===== config.mk =====
export PLATFORM = sky130hd
export DESIGN_NAME = cp0_regfile
export DESIGN_NICKNAME = d
export VERILOG_FILES = /design/src/rtl/cp0_pkg.sv /design/src/rtl/cp0_timer.sv /design/src/rtl/cp0_regfile.sv
export SDC_FILE = /design/constraint.sdc
export NUM_CORES = 1
export LEC_CHECK = 0
export CORE_AREA = 2 2 121 123
export CTS_CLUSTER_DIAMETER = 30
export DETAILED_ROUTE_END_ITERATION = 6
export DIE_AREA = 0 0 123 125
export DONT_BUFFER_PORTS = 1
export PLACE_DENSITY = 0.71
export SLEW_MARGIN = 30
export SYNTH_ARGS = -nofsm -noshare
export SYNTH_HDL_FRONTEND = slang
export SYNTH_SLANG_ARGS = --single-unit

===== constraint.sdc =====
create_clock -name clk -period 4.77 [get_ports clk]
set_input_delay 0.477 -clock clk [delete_from_list [all_inputs] [get_ports clk]]
set_output_delay 0.477 -clock clk [all_outputs]
set_load 0.05 [all_outputs]

===== src/rtl/cp0_pkg.sv =====
// Shared CP0 definitions: register numbers, ExcCodes, except_type bit positions
// and the committed-exception priority decode.
package cp0_pkg;

    localparam logic [4:0] CP0_BADVADDR = 5'd8;
    localparam logic [4:0] CP0_COUNT    = 5'd9;
    localparam logic [4:0] CP0_COMPARE  = 5'd11;
    localparam logic [4:0] CP0_STATUS   = 5'd12;
    localparam logic [4:0] CP0_CAUSE    = 5'd13;
    localparam logic [4:0] CP0_EPC      = 5'd14;
    localparam logic [4:0] CP0_PRID     = 5'd15;

    localparam logic [4:0] EXC_INT = 5'h00;
    localparam logic [4:0] EXC_SYS = 5'h08;
    localparam logic [4:0] EXC_RI  = 5'h0a;
    localparam logic [4:0] EXC_OV  = 5'h0c;
    localparam logic [4:0] EXC_TR  = 5'h0d;

    localparam int ET_SYSCALL = 8;
    localparam int ET_RI      = 9;
    localparam int ET_TRAP    = 10;
    localparam int ET_OV      = 11;
    localparam int ET_ERET    = 12;

    localparam int STATUS_EXL = 1;
    localparam int CAUSE_BD   = 31;

    typedef struct packed {
        logic       valid;
        logic [4:0] code;
    } exc_t;

    // eret is deliberately not decoded here; it only applies when nothing else is pending
    function automatic exc_t exc_decode(input logic [31:0] et);
        exc_t r;
        r.valid = 1'b1;
        if (et[7:0] != 8'h00)     r.code = EXC_INT;
        else if (et[ET_SYSCALL])  r.code = EXC_SYS;
        else if (et[ET_RI])       r.code = EXC_RI;
        else if (et[ET_TRAP])     r.code = EXC_TR;
        else if (et[ET_OV])       r.code = EXC_OV;
        else begin
            r.valid = 1'b0;
            r.code  = EXC_INT;
        end
        return r;
    endfunction

endpackage


===== src/rtl/cp0_timer.sv =====
// Count/Compare registers and the sticky timer interrupt.
// Timer interrupt generation is built only when CP0_TIMER_INT_EN is defined.
module cp0_timer
    import cp0_pkg::*;
(
    input  logic        clk,
    input  logic        rst,
    input  logic        count_we_i,
    input  logic        compare_we_i,
    input  logic [31:0] wdata_i,
    output logic [31:0] count_o,
    output logic [31:0] compare_o,
    output logic        timer_int_o
);

    logic [31:0] count_q, count_d;
    logic [31:0] compare_q, compare_d;
    logic        timer_int_q, timer_int_d;

    always_comb begin
        count_d   = count_we_i ? wdata_i : count_q + 32'd1;
        compare_d = compare_we_i ? wdata_i : compare_q;
`ifdef CP0_TIMER_INT_EN
        // a Compare write acknowledges the interrupt and wins over a match that same cycle
        timer_int_d = timer_int_q;
        if (compare_we_i)
            timer_int_d = 1'b0;
        else if ((compare_q != 32'd0) && (count_q == compare_q))
            timer_int_d = 1'b1;
`else
        timer_int_d = 1'b0;
`endif
    end

    always_ff @(posedge clk) begin
        if (rst) begin
            count_q     <= 32'd0;
            compare_q   <= 32'd0;
            timer_int_q <= 1'b0;
        end else begin
            count_q     <= count_d;
            compare_q   <= compare_d;
            timer_int_q <= timer_int_d;
        end
    end

    assign count_o     = count_q;
    assign compare_o   = compare_q;
    assign timer_int_o = timer_int_q;

endmodule


===== src/rtl/cp0_regfile.sv =====
// CP0 register file and exception responder (MTC0/MFC0, exception commit, ERET).
// Optional timer interrupt: define CP0_TIMER_INT_EN (handled inside cp0_timer).
module cp0_regfile
    import cp0_pkg::*;
#(
    parameter logic [31:0] PRID_VALUE   = 32'h0001_8000,
    parameter logic [31:0] STATUS_RESET = 32'h1000_0000
) (
    input  logic        clk,
    input  logic        rst,
    input  logic        we_i,
    input  logic [4:0]  waddr_i,
    input  logic [31:0] data_i,
    input  logic [4:0]  raddr_i,
    output logic [31:0] data_o,
    input  logic [5:0]  int_i,
    input  logic [31:0] except_type_i,
    input  logic [31:0] pc_i,
    input  logic        is_in_delayslot_i,
    output logic [31:0] count_o,
    output logic [31:0] compare_o,
    output logic [31:0] status_o,
    output logic [31:0] cause_o,
    output logic [31:0] epc_o,
    output logic        timer_int_o
);

    logic [31:0] status_q, status_d;
    logic [31:0] cause_q, cause_d;
    logic [31:0] epc_q, epc_d;
    exc_t        exc;
    logic        unused_except_bits;

    assign unused_except_bits = ^except_type_i[31:13];

    cp0_timer u_timer (
        .clk          (clk),
        .rst          (rst),
        .count_we_i   (we_i && (waddr_i == CP0_COUNT)),
        .compare_we_i (we_i && (waddr_i == CP0_COMPARE)),
        .wdata_i      (data_i),
        .count_o      (count_o),
        .compare_o    (compare_o),
        .timer_int_o  (timer_int_o)
    );

    always_comb begin
        status_d = status_q;
        cause_d  = cause_q;
        epc_d    = epc_q;
        exc      = exc_decode(except_type_i);

        if (we_i) begin
            case (waddr_i)
                CP0_STATUS: status_d = data_i;
                CP0_EPC:    epc_d    = data_i;
                CP0_CAUSE:  cause_d[9:8] = data_i[9:8];
                default:    ;
            endcase
        end

        cause_d[15:10] = int_i;
        cause_d[15]    = int_i[5] | timer_int_o;

        // exception fields are applied after MTC0 so they override it; EXL is tested on the old Status
        if (exc.valid) begin
            if (!status_q[STATUS_EXL]) begin
                epc_d             = is_in_delayslot_i ? pc_i - 32'd4 : pc_i;
                cause_d[CAUSE_BD] = is_in_delayslot_i;
            end
            status_d[STATUS_EXL] = 1'b1;
            cause_d[6:2]         = exc.code;
        end else if (except_type_i[ET_ERET]) begin
            status_d[STATUS_EXL] = 1'b0;
        end
    end

    always_ff @(posedge clk) begin
        if (rst) begin
            status_q <= STATUS_RESET;
            cause_q  <= 32'd0;
            epc_q    <= 32'd0;
        end else begin
            status_q <= status_d;
            cause_q  <= cause_d;
            epc_q    <= epc_d;
        end
    end

    always_comb begin
        case (raddr_i)
            CP0_COUNT:   data_o = count_o;
            CP0_COMPARE: data_o = compare_o;
            CP0_STATUS:  data_o = status_q;
            CP0_CAUSE:   data_o = cause_q;
            CP0_EPC:     data_o = epc_q;
            CP0_PRID:    data_o = PRID_VALUE;
            default:     data_o = 32'd0;
        endcase
    end

    assign status_o = status_q;
    assign cause_o  = cause_q;
    assign epc_o    = epc_q;

endmodule


==> flow_summary.yaml, run 1 <==
timing:
  final-hold-violation-count: 0
  tightest_slew_ns: 1.07
  slew_violations: 0
  slew_headroom_pct: 30.0
  clock.fmax_ghz: 0.332
  layout_min_cycle_time_ns: 3.01
  rsz0062_at_grt: "no"
  fin_crit_sh_pct: 63.1
  setup_tns_ns: 0
  setup-violations-final: 0
  fin_skew_ns: 0.00463
grt:
  grt_pass1_wl_microns: 40400
  grt_pass1_vias: 6700
  gr-usage-all-layers_pct: 34.5
  grt_antenna_before_repair: 0
  gr-total-overflow: 0
  grt_max_degree: 146
clocking:
  post_cts_resized: 0
  cts_tree: "built"
  cts-root-buf: "clkbuf_16"
  clockBufferDepth: 2
  htree_levels: 4
  cts_hold_buf: 0
  cts_setup_buffers: 0
  cts.sinks: 141
  insertion_delay_ns: 0.43
  clk_pin_slew_ns: 0.06
  numCtsBuffers: 17
drt:
  viasPerCell: 6.76
  ant_nets: 0
  wl_microns: 27400
  drc: 0
  num_vias: 7650
  first_pass_iters: 7
  wl_per_cell_microns: 24.2
  drt_iter0_drc: 1026
floorplan:
  num_rows: 44
  core_region_area_sq_um: 14200
  start_util_pct: 54.6
  dieHeight_microns: 125
  die-area_sq_um: 15400
  io_pins: 309
  die_w_microns: 123
worst_hold_path:
  hp-class: "in -> reg"
  hp-start: "except_type_i[8]"
logic_synthesis:
  synth_area_sq_um: 7750
  yosysSeqAreaShare_pct: 36.4
  ys_warn_count: 0
  ys.flop_type: "dfxtp_1"
  synth_cells: 983
  synth_edf_count: 0
  synthArstFlopShare_pct: 0
  ys_seq_elements: 141
  ys_types: 59
  avgSynthCellArea_sq_um: 7.89
critical_path:
  slowest_delay_ns: 0.85
  crit_type: "in -> out"
  required_ns: 4.29
  cp_data_arrival_time_ns: 2.53
  crit-reg2reg-launch: "u_timer.count_o[1]$_SDFF_PP0_"
  critPathLaunch: "raddr_i[4]"
  critPathSlowestCell: "o21ai_1"
  crit_fanout: 14
  critPathLaunchType: "input port"
  cp_cell_sequence: "nand3b_1 -> nor2_1 -> a22oi_1 -> o21ai_1"
  endpoint_kind: "primary output"
pwr:
  vdd_drop_max_v: 0.000283
  power_uw: 3070
  switchingPower_uw: 822
  power_density_nw_per_um2: 362
  pwr-share-comb_pct: 6.5
  switching_share_pct: 26.8
  clockPowerShare_pct: 48.0
  p_leak_uw: 0.00280
  p_seq_share_pct: 45.5
  p_int_uw: 2250
run_status:
  outcome: "finished, final reports clean"
finish:
  final_area_sq_um: 8490
  syn_to_final_growth_pct: 9.46
  final_util_pct: 59.7
  fin_cells: 1132
  drive_above_1_share_pct: 8.33
  nets: 1054
  insertedDiodeCount: 0
place:
  placed_cell_area_sq_um: 7810
  dp_hpwl_microns: 20000
  numPlacedInstances: 1101
  place_congestion: 0.987
  io_buffer_count: 0
job:
  maxCapViolations: 0
==> cell families after synthesis <==
logic type / synth area share (%)
simple gates: 25.7
mux: 5.29
buf+inv: 6.60
xor+xnor: 2.82
fa+ha+maj: 0.323
flops: 36.4
compound gates: 22.8
other cells: 0.0484
==> layer usage <==
| metal | global-route usage [%] | vias to the layer above | part of all wire (%) |
|---|---|---|---|
| met3 | 9.85 | 57 | 11 |
| met5 | 0 | - | 0 |
| met1 | 47.9 | 3618 | 41 |
| met4 | 12.5 | 0 | 3.2 |
| met2 | 50.8 | 448 | 44 |
| li1 | - | 3527 | - |
==> metrics by stage <==
stage	setup WS, ns	hold slack [ns]
finish	1.76	0.121
global route	1.63	0.116
floorplan	1.76	0.556
CTS	1.79	0.112
global placement	1.81	0.559
detailed placement	1.81	0.563
==> critical path, delay by kind of cell <==
family           cells  cell delay, ns
AO/OA/AOI/OAI        2            1.06
AND/OR/NAND/NOR      2            0.99
==> area by class of cell <==
type,instances,area [sq um]
multi-input combinational,747,4600
fill,1302,5720
sequential,141,2820
inverter,10,37.5
tap,184,230
clock buffer,20,467
timing repair buffer,19,143
clock inverter,11,189
==> registers in the layout, indices dropped and copies added (netlist names) <==
name,cells
status_o,32
epc_o,32
cause_o,13
u_timer.count_o,32
u_timer.compare_o,32
==> cells in the mapped netlist (8+ instances only) <==
cell	number	area, sq um
and3_1	28	175
nor2_1	57	214
or3_1	16	100
nand3_1	37	185
clkbuf_1	74	278
xor2_1	12	105
mux2i_1	41	410
o21ai_0	28	140
buf_1	8	30.0
nor4_1	11	68.8
nor2b_1	9	56.3
or4_1	19	143
dfxtp_1	141	2820
nor3_1	14	70.1
xnor2_1	13	114
o31ai_1	14	105
a311oi_1	36	315
a22oi_1	13	97.6
a211oi_1	44	330
buf_4	20	150
nand4_1	13	81.3
nand2_1	161	604
a222oi_1	12	120
a21oi_1	71	355
o22ai_1	19	119
inv_1	10	37.5
==> layout by cell type (no fill, tap or decap), types with 4 or more instances in the layout <==
cell / n
conb_1: 20
or3_1: 15
dfxtp_1: 141
nor2b_1: 9
o31ai_1: 14
clkbuf_16: 17
o21ai_1: 10
o21ai_0: 15
inv_1: 10
o22ai_2: 10
nand4_1: 13
xor2_1: 12
or4_1: 19
o22ai_1: 9
nor4_1: 9
nand3_1: 37
a22oi_1: 13
and4_1: 6
bufinv_16: 5
nor2_1: 57
a311o_1: 4
and2_1: 4
or2_2: 5
and3_1: 28
buf_4: 19
nand2_1: 161
a222oi_1: 12
a211oi_1: 44
a21oi_1: 71
mux2i_1: 41
a311oi_1: 36
nor3_1: 13
xnor2_1: 13
==> power groups by stage <==
| stage | registers [uW] | logic (uW) | clock network, uW |
|---|---|---|---|
| 5_1_grt | 1400 | 219 | 1510 |
| 2_1_floorplan | 1390 | 203 | 0 |
| 4_1_cts | 1390 | 199 | 1470 |
| 3_3_place_gp | 1420 | 193 | 0 |
| 3_5_place_dp | 1420 | 198 | 0 |
| 6_report | 1400 | 201 | 1470 |
==> worst paths after layout <==
path              slack (ns)  depth (start not counted)                                 end
setup / recovery        1.76                          4                          data_o[12]
hold / removal          0.12                          1             cause_o[3]$_SDFFE_PP0N_
setup reg to reg        1.77                          5      u_timer.count_o[26]$_SDFF_PP0_
hold reg to reg         0.71                          2  u_timer.compare_o[23]$_SDFFE_PP0P_
Power figures use the tool's default switching activity.
==> inputs of run 2 (changes only) <==
Clock period 4.77 ns to 2.9 ns, I/O delays scaled along.
==> run 2 against run 1 <==
Net effect:
- the flow now finishes with violations (DRC, hold timing)
- register-to-register slack worse by 1.3 ns
- clock skew grew 0.0053 ns
- worst setup slack worse by 1.3 ns
- largest cell class unchanged
- highest routed layer is now met5
==> flow_summary.yaml, run 2 (same netlist as run 1, synthesis figures left out) <==
finish:
  syn_to_final_growth_pct: 19.7
  final_common_cell: "nand2_1"
  nets: 1160
  final_cell_mix: "161 x nand2_1, 141 x dfxtp_1, 80 x buf_4"
  drive_above_1_share_pct: 11.8
  final_area_sq_um: 9280
timing:
  holdWs_ns: -0.00484
  setup-violations-final: 0
  setup_tns_ns: 0
  layout_min_cycle_time_ns: 2.41
  final-hold-violation-count: 1
  tightest_slew_ns: 0.850
  slew_headroom_pct: 43.2
  fin_skew_ns: 0.00993
  fin_crit_sh_pct: 83.1
  clock.fmax_ghz: 0.415
  rsz0062_at_grt: "no"
  slew_violations: 0
grt:
  grt_pass1_wl_microns: 44400
  grt_antenna_before_repair: 4
  gr-usage-all-layers_pct: 38.1
  gr-total-overflow: 0
  grt_max_degree: 130
  grt_pass1_vias: 7308
worst_hold_path:
  hp-start: "data_i[19]"
  hold_path_end: "u_timer.compare_o[19]$_SDFFE_PP0P_"
  worstHoldPathCells: 2
  hp-class: "in -> reg"
floorplan:
  dieHeight_microns: 125
  num_rows: 44
  core_region_area_sq_um: 14200
  die-area_sq_um: 15400
  die_w_microns: 123
  io_pins: 309
  start_util_pct: 54.6
pwr:
  power_density_nw_per_um2: 539
  p_leak_uw: 0.00330
  vdd_drop_max_v: 0.000458
  power_uw: 5000
place:
  io_buffer_count: 0
  placed_cell_area_sq_um: 8200
  dp_hpwl_microns: 20300
  place_congestion: 0.998
critical_path:
  r2r_slack_ns: 0.49
  crit_type: "reg -> reg"
  endpoint_kind: "flop"
  cp_data_arrival_time_ns: 2.79
  slowest_delay_ns: 0.64
  critPathLaunchType: "flop"
  r2r-end: "cause_o[31]$_SDFFE_PP0P_"
  crit_family: "buffers and inverters"
  required_ns: 3.28
  reg2regPathDepth: 5
  cp_cell_sequence: "a31oi_4 -> buf_4 -> nand2_1 -> a21oi_1 -> dlygate4sd3_1"
  critPathSlowestCell: "a31oi_4"
  crit-reg2reg-launch: "status_o[1]$_SDFFE_PP0P_"
  path_buf_inv: 2
  crit_fanout: 25
clocking:
  cts_setup_buffers: 0
  cts-root-buf: "clkbuf_16"
  clk_pin_slew_ns: 0.06
  cts.sinks: 141
  insertion_delay_ns: 0.44
  htree_levels: 4
  cts_tree: "built"
  numCtsBuffers: 17
  clockBufferDepth: 2
drt:
  viasPerCell: 6.69
  first_pass_iters: 7
  wl_microns: 29900
  ant_nets: 0
  wl_per_cell_microns: 24.1
  num_vias: 8300
  drc: 8
  drt_iter0_drc: 1345
job:
  maxCapViolations: 0
run_status:
  violations: "DRC, hold timing"
  outcome: "finished with violations"
[run 2: worst max path at each step]
stage / start / end / slack (ns) / depth (start not counted)
2_1_floorplan: raddr_i[1] / data_o[18] / 0.26 / 5
3_3_place_gp: u_timer.count_o[0]$_SDFF_PP0_ / u_timer.count_o[26]$_SDFF_PP0_ / 0.63 / 5
3_5_place_dp: u_timer.count_o[0]$_SDFF_PP0_ / u_timer.count_o[30]$_SDFF_PP0_ / 0.59 / 5
4_1_cts: status_o[1]$_SDFFE_PP0P_ / cause_o[31]$_SDFFE_PP0P_ / 0.52 / 5
5_1_grt: status_o[1]$_SDFFE_PP0P_ / cause_o[31]$_SDFFE_PP0P_ / 0.33 / 5
6_report: status_o[1]$_SDFFE_PP0P_ / cause_o[31]$_SDFFE_PP0P_ / 0.49 / 5
[run 2: per-stage QoR]
step | hold WS, ns | worst slack, ns | utilization, % | instances
final | -0.00484 | 0.491 | 65.3 | 1240
after global placement | 0.372 | 0.629 | 57.7 | 1162
after detailed placement | 0.373 | 0.590 | 57.7 | 1162
after global routing | 0.0146 | 0.333 | 65.3 | 1240
after floorplan | 0.369 | 0.264 | - | 1002
after CTS | 0.00197 | 0.522 | 65.3 | 1238
[run 2: repair_timing]
| action | in CTS | in global routing |
|---|---|---|
| hold buffers | 44 | 1 |
| resized for setup | 0 | 0 |
| endpoints found under the hold margin | 135 | 1 |
[run 2: area by class of cell]
cell class              count  area (sq um)
diodes                      1          2.50
well taps                 184           230
multi-input cells         747          4510
repair buffers            125          1070
clock buffers              21           470
fillers                  1198          4920
clock inverters            11           140
inverters                  10          37.5
flip-flops and latches    141          2820
[run 2: where the power goes]
group	leakage [uW]	internal [uW]	switching, uW
sequential	0.00115	2000	262
combinational	0.00185	174	312
clock	0.000303	1410	843
[run 2: layer usage]
metal  vias up  track usage [%]  share of wire (%)
met1      3858             53.5                 41
met4         2             14.8                3.6
met3        94             13.0                 13
li1       3740                -                  -
met2       606             53.6                 43
met5         -                0              0.063
